$ cat src/rtl/btn_event_queue_pkg.sv
// Shared definitions for the push-button event queue.
package btn_event_queue_pkg;

    // Default debounce window: 10 ms at 125 MHz.
    localparam int unsigned DEBOUNCE_CYCLES_DEF = 1250000;
    localparam int unsigned NUM_BTN             = 3;

    // Event codes presented on evt_id.
    typedef enum logic [1:0] {
        EVT_NONE = 2'd0,
        EVT_BTN1 = 2'd1,
        EVT_BTN2 = 2'd2,
        EVT_BTN3 = 2'd3
    } evt_id_e;

    // Map a zero-based button index to its event code.
    function automatic evt_id_e btn_evt(input logic [1:0] idx);
        return evt_id_e'(idx + 2'd1);
    endfunction

endpackage

$ cat src/rtl/btn_event_queue_if.sv
// Event handshake between the button queue (master) and game logic (slave).
interface btn_event_queue_if;
    logic       evt_valid;
    logic [1:0] evt_id;
    logic       evt_ready;

    modport master (output evt_valid, output evt_id, input evt_ready);
    modport slave  (input evt_valid, input evt_id, output evt_ready);
endinterface

$ cat src/rtl/btn_debounce.sv
// Synchronizer, debounce counter and press-edge flag for one button.
module btn_debounce
    import btn_event_queue_pkg::*;
#(
    parameter int unsigned DEBOUNCE_CYCLES = DEBOUNCE_CYCLES_DEF
) (
    input  logic clk,
    input  logic rst,
    input  logic raw,
    output logic lvl,
    output logic press
);

    localparam int unsigned CW = $clog2(DEBOUNCE_CYCLES) + 1;

    logic [1:0]    sync;
    logic [CW-1:0] cnt;

    // Two-flop sync, then count stable-differing cycles; flag 0->1 toggles only.
    always_ff @(posedge clk or posedge rst) begin
        if (rst) begin
            sync  <= 2'b00;
            cnt   <= '0;
            lvl   <= 1'b0;
            press <= 1'b0;
        end else begin
            sync  <= {sync[0], raw};
            press <= 1'b0;
            if (sync[1] == lvl) begin
                cnt <= '0;
            end else if (cnt == CW'(DEBOUNCE_CYCLES - 1)) begin
                cnt   <= '0;
                lvl   <= ~lvl;
                press <= ~lvl;
            end else begin
                cnt <= cnt + CW'(1);
            end
        end
    end

endmodule

$ cat src/rtl/btn_event_queue.sv
// Debounces three buttons and queues their press events for the game logic.
module btn_event_queue
    import btn_event_queue_pkg::*;
#(
    parameter int unsigned DEBOUNCE_CYCLES = DEBOUNCE_CYCLES_DEF,
    parameter int unsigned FIFO_DEPTH      = 4
) (
    input  logic                   clk,
    input  logic                   rst,
    input  logic                   btn1in,
    input  logic                   btn2in,
    input  logic                   btn3in,
    btn_event_queue_if.master      evt,
    output logic [NUM_BTN-1:0]     btn_lvl,
    output logic                   ovf,
    input  logic                   ovf_clr
);

    localparam int unsigned PW = (FIFO_DEPTH > 1) ? $clog2(FIFO_DEPTH) : 1;
    localparam int unsigned CW = $clog2(FIFO_DEPTH) + 1;

    logic [NUM_BTN-1:0] raw_vec;
    logic [NUM_BTN-1:0] press;
    logic [NUM_BTN-1:0] pending;

    evt_id_e            mem [FIFO_DEPTH];
    logic [PW-1:0]      wptr;
    logic [PW-1:0]      rptr;
    logic [CW-1:0]      count;

    logic               full_c;
    logic               pop_c;
    logic               push_c;
    evt_id_e            push_id_c;
    logic [NUM_BTN-1:0] push_mask_c;

    assign raw_vec = {btn3in, btn2in, btn1in};

    // One debouncer per button.
    for (genvar n = 0; n < NUM_BTN; n++) begin : g_btn
        btn_debounce #(
            .DEBOUNCE_CYCLES (DEBOUNCE_CYCLES)
        ) u_debounce (
            .clk   (clk),
            .rst   (rst),
            .raw   (raw_vec[n]),
            .lvl   (btn_lvl[n]),
            .press (press[n])
        );
    end

    function automatic logic [PW-1:0] ptr_inc(input logic [PW-1:0] p);
        return (p == PW'(FIFO_DEPTH - 1)) ? '0 : p + PW'(1);
    endfunction

    assign full_c        = (count == CW'(FIFO_DEPTH));
    assign evt.evt_valid = (count != '0);
    assign evt.evt_id    = evt.evt_valid ? mem[rptr] : EVT_NONE;
    assign pop_c         = evt.evt_valid && evt.evt_ready;

    // Pick the lowest-index pending button whenever a slot is (or becomes) free.
    always_comb begin
        push_c      = 1'b0;
        push_id_c   = EVT_NONE;
        push_mask_c = '0;
        if (!full_c || pop_c) begin
            for (int n = NUM_BTN - 1; n >= 0; n--) begin
                if (pending[n]) begin
                    push_c      = 1'b1;
                    push_id_c   = btn_evt(2'(n));
                    push_mask_c = NUM_BTN'(1) << n;
                end
            end
        end
    end

    // Pending bits, FIFO pointers/occupancy and sticky overflow.
    always_ff @(posedge clk or posedge rst) begin
        if (rst) begin
            pending <= '0;
            wptr    <= '0;
            rptr    <= '0;
            count   <= '0;
            ovf     <= 1'b0;
        end else begin
            pending <= (pending & ~push_mask_c) | (press & ~pending);
            if (push_c) begin
                wptr <= ptr_inc(wptr);
            end
            if (pop_c) begin
                rptr <= ptr_inc(rptr);
            end
            count <= count + CW'(push_c) - CW'(pop_c);
            if (|(press & pending)) begin
                ovf <= 1'b1;
            end else if (ovf_clr) begin
                ovf <= 1'b0;
            end
        end
    end

    // Event storage; contents are don't-care until written.
    always_ff @(posedge clk) begin
        if (push_c) begin
            mem[wptr] <= push_id_c;
        end
    end

endmodule

$ cat src/flat_wrapper.sv
// flat-port wrapper written by rule: the top's interface ports become plain ports
module btn_event_queue_flat import btn_event_queue_pkg::*;
#(
    parameter int unsigned DEBOUNCE_CYCLES = DEBOUNCE_CYCLES_DEF,
    parameter int unsigned FIFO_DEPTH      = 4
)
  (clk, rst, btn1in, btn2in, btn3in, btn_lvl, ovf, ovf_clr, evt_evt_valid, evt_evt_id, evt_evt_ready);
  btn_event_queue_if evt_i ();
  input  logic clk;
  input  logic rst;
  input  logic btn1in;
  input  logic btn2in;
  input  logic btn3in;
  output logic [NUM_BTN-1:0] btn_lvl;
  output logic ovf;
  input  logic ovf_clr;
  output wire logic [$bits(evt_i.evt_valid)-1:0] evt_evt_valid;
  output wire logic [$bits(evt_i.evt_id)-1:0] evt_evt_id;
  input wire logic [$bits(evt_i.evt_ready)-1:0] evt_evt_ready;
  assign evt_evt_valid = evt_i.evt_valid;
  assign evt_evt_id = evt_i.evt_id;
  assign evt_i.evt_ready = evt_evt_ready;
  btn_event_queue #(.DEBOUNCE_CYCLES(DEBOUNCE_CYCLES), .FIFO_DEPTH(FIFO_DEPTH)) u_core (.clk(clk), .rst(rst), .btn1in(btn1in), .btn2in(btn2in), .btn3in(btn3in), .evt(evt_i), .btn_lvl(btn_lvl), .ovf(ovf), .ovf_clr(ovf_clr));
endmodule
$ cat config.mk
export PLATFORM = sky130hd
export DESIGN_NAME = btn_event_queue_flat
export DESIGN_NICKNAME = d
export VERILOG_FILES = /design/src/rtl/btn_event_queue_pkg.sv /design/src/rtl/btn_event_queue_if.sv /design/src/rtl/btn_debounce.sv /design/src/rtl/btn_event_queue.sv /design/src/flat_wrapper.sv
export SDC_FILE = /design/constraint.sdc
export NUM_CORES = 1
export LEC_CHECK = 0
export BUFFER_PORTS_ARGS = -buffer_cell sky130_fd_sc_hd__buf_2
export CAP_MARGIN = 20
export CELL_PAD_IN_SITES_DETAIL_PLACEMENT = 1
export CELL_PAD_IN_SITES_GLOBAL_PLACEMENT = 2
export CORE_ASPECT_RATIO = 1.75
export CORE_MARGIN = 2
export CORE_UTILIZATION = 45
export DETAILED_ROUTE_END_ITERATION = 10
export GPL_TIMING_DRIVEN = 0
export MAX_ROUTING_LAYER = met4
export PLACE_DENSITY_LB_ADDON = 0.25
export SLEW_MARGIN = 20
export SYNTH_ARGS = -nofsm -noshare
export SYNTH_HDL_FRONTEND = slang
export SYNTH_HIERARCHICAL = 1
export SYNTH_SLANG_ARGS = --single-unit
export TNS_END_PERCENT = 5
$ cat constraint.sdc
create_clock -name clk -period 6.9 [get_ports clk]
set_input_delay 0.345 -clock clk [delete_from_list [all_inputs] [get_ports clk]]
set_output_delay 0.345 -clock clk [all_outputs]
set_load 0.02 [all_outputs]
# --- After elaboration in Yosys (flattened, before gate mapping) ---
# Memory sizes are Yosys's and may differ from the RTL's.
# Cells that the tools add are included.
# W data, S select, Z words.
word_totals:
  register_bits: 89
  mem_bits_rw: 8
  in_bits: 7
  elab_cells: 86
  memories: 1
mem_list:
  columns: ["memory", "words", "word_bits", "rd", "rd_ports_with_merged_regs", "write_ports", "line_no", "source"]
  rows:
  - ["u_core.mem", 4, 2, 1, 0, 1, "btn_event_queue.sv:26", "evt_id_e mem [FIFO_DEPTH];"]
op_classes:
  addsub: 7
  n_eq_ne: 9
  n_mux: 31
  bitwise: 12
  n_reduce_logical: 9
op_table:
  columns: ["cell", "n"]
  rows:
  - ["$mux W22", 6]
  - ["$add A22 B1 Y22 const B", 3]
  - ["$eq A22 B21 Y1 const B", 3]
  - ["$mux W1", 14]
  - ["$mux W2", 7]
  - ["$mux W3", 4]
  - ["$and A3 B3 Y3", 3]
  - ["$not A1 Y1", 6]
  - ["$not A3 Y3", 2]
  - ["$reduce_and A2 Y1", 3]
  - ["$add A2 B1 Y2 const B", 2]
  - ["$eq A2 B2 Y1 const B", 2]
  - ["$add A3 B1 Y3", 1]
  - ["$eq A1 B1 Y1", 3]
  - ["$eq A3 B3 Y1 const B", 1]
  - ["$or A3 B3 Y3", 1]
  - ["$reduce_bool A3 Y1", 1]
  - ["$reduce_or A3 Y1", 1]
  - ["$sub A3 B1 Y3", 1]
  - ["$reduce_bool A2 Y1", 1]
  - ["$logic_and A1 B1 Y1", 1]
  - ["$logic_not A1 Y1", 1]
  - ["$logic_or A1 B1 Y1", 1]

# --- Depth between registers and ports, before layout ---
logic_depth:
  word_depth: 7
  mapped_depth: 10
  depth_no_buf: 10

# --- Cells and area by module ---
# Netlist, hierarchy kept.
by_module_without_submodules:
  columns: ["module", "instances", "cells_per_inst", "area_per_inst_um2"]
  rows:
  - ["btn_debounce", 3, 128, 1281.2]
  - ["btn_event_queue", 1, 70, 939.7]

# --- Worst setup path after synthesis ---
# No wires, ideal clock.
synth_timing:
  path_type: "register to register"
  start: "register u_core.count[1]"
  end: "register u_core.count[2]"
  setup_time_ps: 128
  arrival_time_ps: 2164
  required_ps: 6772
  path_slack_ps: 4608
  stages_incl_launch_ff: 11
  period_less_slack_ps: 2292
  path_cell_list: "dfrtp_1 > or3_4 > nand2_1 > inv_1 > ha_1 > inv_1 > ha_1 > inv_1 > fa_1 > xnor2_1 > xnor2_1"
synth_via:
  elab_chain_len: 6
  elab_cells_between_ends: 8
synth_lines:
  columns: ["element", "line_no", "source"]
  rows:
  - ["start: declaration", "btn_event_queue.sv:29", "logic [CW-1:0] count;"]
  - ["start signal: assignment", "btn_event_queue.sv:93", "count <= count + CW'(push_c) - CW'(pop_c);"]
  - ["$reduce_bool A3 Y1 (*)", "btn_event_queue.sv:57", "assign evt.evt_valid = (count != '0);"]
  - ["net evt_evt_valid", "flat_wrapper.sv:17", "output wire logic [$bits(evt_i.evt_valid)-1:0] evt_evt_valid;"]
  - ["$logic_and A1 B1 Y1 (*)", "btn_event_queue.sv:59", "assign pop_c = evt.evt_valid && evt.evt_ready;"]
  - ["net u_core.pop_c", "btn_event_queue.sv:32", "logic pop_c;"]
  - ["$logic_or A1 B1 Y1", "btn_event_queue.sv:66", "if (!full_c || pop_c) begin"]
  - ["$mux W1", "btn_event_queue.sv:66", null]
  - ["$add A3 B1 Y3", "btn_event_queue.sv:93", null]
  - ["$sub A3 B1 Y3 (*)", "btn_event_queue.sv:93", null]
# The timed path passes the listed nets; every way through them passes the cells marked *.
# A chain may end at the register's enable or synchronous reset.

# --- Final worst setup path ---
layout_timing:
  start: "register u_core.count[1]"
  end: "register u_core.count[2]"
layout_via:
  elab_chain_len: 6
  elab_cells_between_ends: 8
layout_lines:
  columns: ["element", "line_no"]
  rows:
  - ["$reduce_bool A3 Y1 (*)", "btn_event_queue.sv:57"]
  - ["$logic_and A1 B1 Y1 (*)", "btn_event_queue.sv:59"]
  - ["net u_core.pop_c", "btn_event_queue.sv:32"]
  - ["$logic_or A1 B1 Y1", "btn_event_queue.sv:66"]
  - ["$mux W1", "btn_event_queue.sv:66"]
  - ["$add A3 B1 Y3", "btn_event_queue.sv:93"]
  - ["$sub A3 B1 Y3 (*)", "btn_event_queue.sv:93"]
# Marked as above.

==> out/results.ini <==
[outcome]
status = finished, final reports clean

[clock_network]
root_buffer = clkbuf_16
cts_tree = built
clock_latency_ps = 350
cts_setup_buffers = 0
ctsHoldBuffers = 0
cts_resized = 0
cts_sinks = 97
cts.path.max_buffers = 2
cts_max_level = 3
numCtsBuffers = 9
clk_pin_slew_ps = 70

[setup_path]
path_class = reg -> reg
arrival_ps = 2600
critPathLaunchType = flop
required_ps = 7120
reg2reg_slack_ps = 4520
crit_fanout = 4
critPathCaptureType = flop

[layout]
diodes = 0
nets = 497
n_fill_cell = 1144
area_growth_pct = 11.6
stdcell_area_sq_mm = 0.00534
multi_input_area_sq_mm = 0.00219
seq_area_sq_mm = 0.00247
stdcell_count = 611
drive_above_1_share_pct = 13.0

[routing]
vias = 3414
vias_per_cell = 5.59
drtPass1Iterations = 4
drc = 0
drt_iter0_markers = 85
wl_per_cell_um = 17.0
wl_um = 10400
final_antenna_net_count = 0

[min_path]
min_path_type = in -> async

[timing]
rsz0062_at_grt = false
hold_viol_final = 0
period_share_pct = 34.5
maxSlewViolCount = 0
slew_headroom_pct = 33.9
hold_slack_ps = 24.9
fmax_mhz = 421
clock_skew_ps = 9.84
min_period_ps = 2380
worst_pin_slew_ps = 982
setup_viol = 0
tns_ps = 0

[logic_synthesis]
synth-seq-area-share_pct = 51.6
synthCells = 454
synth-seq-cells = 97
syn_area_per_cell_sq_um = 10.5
syn-num-nets = 472
synth_area_sq_mm = 0.00478
ys_types = 37
yosys_warnings = 6

[pwr]
leakage_nw = 2.26
ir_worst_vdd_mv = 0.184
power_density_mw_per_mm2 = 233

[placed_design]
dpl_cell_area_sq_mm = 0.00501
io_buffers = 13
gp_congestion = 0.774
dp_hpwl_um = 7530
dp.cells = 594

[global_routing]
overflow = 0
grt_pass1_wl_um = 17500
grt_pass1_vias = 3599
grt_max_degree = 27
grt_usage_pct = 20.3
antenna_found_initial = 0

[run]
cap_violations = 0

[floorplanning]
ios = 14
start_util_pct = 46.4
die_area_sq_mm = 0.0115
rows = 49
fp.dieH_um = 140
coreArea_sq_mm = 0.0103
die_width_um = 81.9

-- kinds of logic after synthesis --
| logic type | synth area share [%] |
|---|---|
| buf+inv | 2.75 |
| compound gates | 6.57 |
| mux | 2.98 |
| flops | 51.6 |
| fa+ha+maj | 3.03 |
| xor+xnor | 8.61 |
| simple gates | 24.5 |
-- worst paths after layout --
kind | startpoint | end | cells past startpoint
max | u_core/count[1] | u_core/count[2] | 10
min | rst | u_core/g_btn[2].u_debounce/cnt[17] | 2
max reg2reg | u_core/count[1] | u_core/count[2] | 10
min reg2reg | u_core/g_btn[0].u_debounce/sync[0] | u_core/g_btn[0].u_debounce/sync[1] | 0
max in group asynchronous | rst | u_core/g_btn[0].u_debounce/cnt[21] | 2
min in group clk | btn1in | u_core/g_btn[0].u_debounce/sync[0] | 1
-- synthesized netlist by cell type --
cell type | count | area share, %
fa_1 | 1 | 0.42
edfxtp_1 | 8 | 5.0
a21oi_1 | 17 | 1.8
o21a_1 | 1 | 0.16
nor3b_1 | 3 | 0.47
nor4b_1 | 3 | 0.55
mux2_4 | 2 | 0.63
nand2_1 | 11 | 0.86
xor2_1 | 12 | 2.2
mux2_2 | 6 | 1.4
a221o_1 | 1 | 0.21
nand3_1 | 33 | 3.5
and3_1 | 15 | 2.0
mux4_2 | 2 | 0.94
or4_4 | 3 | 0.71
nand3b_1 | 3 | 0.47
o21ai_0 | 10 | 1.0
nor4_1 | 15 | 2.0
a211oi_1 | 3 | 0.47
dfrtp_1 | 89 | 47
and2_1 | 18 | 2.4
nor2b_1 | 1 | 0.13
nor2_2 | 1 | 0.13
o31ai_4 | 3 | 1.3
or3_4 | 1 | 0.24
or3_1 | 9 | 1.2
nor2_1 | 67 | 5.3
nand4_1 | 12 | 1.6
buf_2 | 6 | 0.63
nand4_4 | 3 | 1.3
ha_1 | 10 | 2.6
nor4b_4 | 1 | 0.50
a21bo_2 | 3 | 0.63
xnor2_1 | 35 | 6.4
nor3_1 | 13 | 1.4
a21o_1 | 6 | 0.94
inv_1 | 27 | 2.1
-- cell usage in the layout (no fill, tap or decap), types with 3 or more instances in the layout --
master      n
inv_1      25
and2_1     18
mux2_2      6
a21o_1      6
nand4_4     3
a21oi_1    17
clkbuf_16   9
buf_2      19
or4_4       3
dfrtp_1    89
ha_1       10
o21ai_0    10
and3_1     15
nor2_1     67
nand3_1    33
nor4b_1     3
nand4_1    12
a211oi_1    3
nand2_1    11
nor4_1     14
xnor2_1    35
nor3b_1     3
a21bo_2     3
nor3_1     13
edfxtp_1    8
xor2_1     12
or3_1       9
o31ai_4     3
nand3b_1    3
-- per-layer routing --
metal / GRT usage, % / vias to the layer above / part of all wire, %
met5: - / - / 0
met4: 6.84 / 0 / 1.8
met3: 3.54 / 13 / 2.1
met2: 34.7 / 33 / 55
met1: 23.4 / 1739 / 41
li1: - / 1629 / -
-- registers in the layout (all words and copies together) (netlist names) --
signal / flops
u_core/count: 3
u_core/g_btn.u_debounce/cnt: 66
u_core/g_btn.u_debounce/lvl: 3
u_core/g_btn.u_debounce/press: 3
u_core/g_btn.u_debounce/sync: 6
u_core/mem: 8
u_core/ovf: 1
u_core/pending: 3
u_core/rptr: 2
u_core/wptr: 2
-- worst max-delay path: stages, from the launching register on --
cell and delay (ps):
dfrtp_1 460, or3_4 430, nand2_1 140, inv_1 60, ha_1 280, inv_1 50, ha_1 130, inv_1 50
fa_1 380, xnor2_1 150, xnor2_1 120
-- stage by stage --
step	worst slack [ps]	total power, W	util [%]
after global routing	4380	0.00130	51.8
after CTS	4500	0.00126	51.5
after global placement	4560	0.000745	48.6
after detailed placement	4500	0.000754	48.6
final	4520	0.00124	51.8
after floorplan	4610	0.000719	-
-- where the power goes --
group          leakage [nW]  internal [W]  switching (W)
combinational         0.816     0.0000564      0.0000581
clock                 0.147      0.000283       0.000220
sequential             1.29      0.000597      0.0000298
total                  2.26      0.000936       0.000308
-- cell type report --
| type | instances | share of cell area, % |
|---|---|---|
| inverter | 27 | 1.90 |
| clock buffer | 10 | 4.29 |
| multi-input combinational | 324 | 41.1 |
| sequential | 97 | 46.2 |
| clock inverter | 6 | 1.24 |
| buffer | 6 | 0.563 |
| timing repair buffer | 14 | 1.74 |
| tap | 127 | 2.98 |
(Power assumes the default switching activity.)
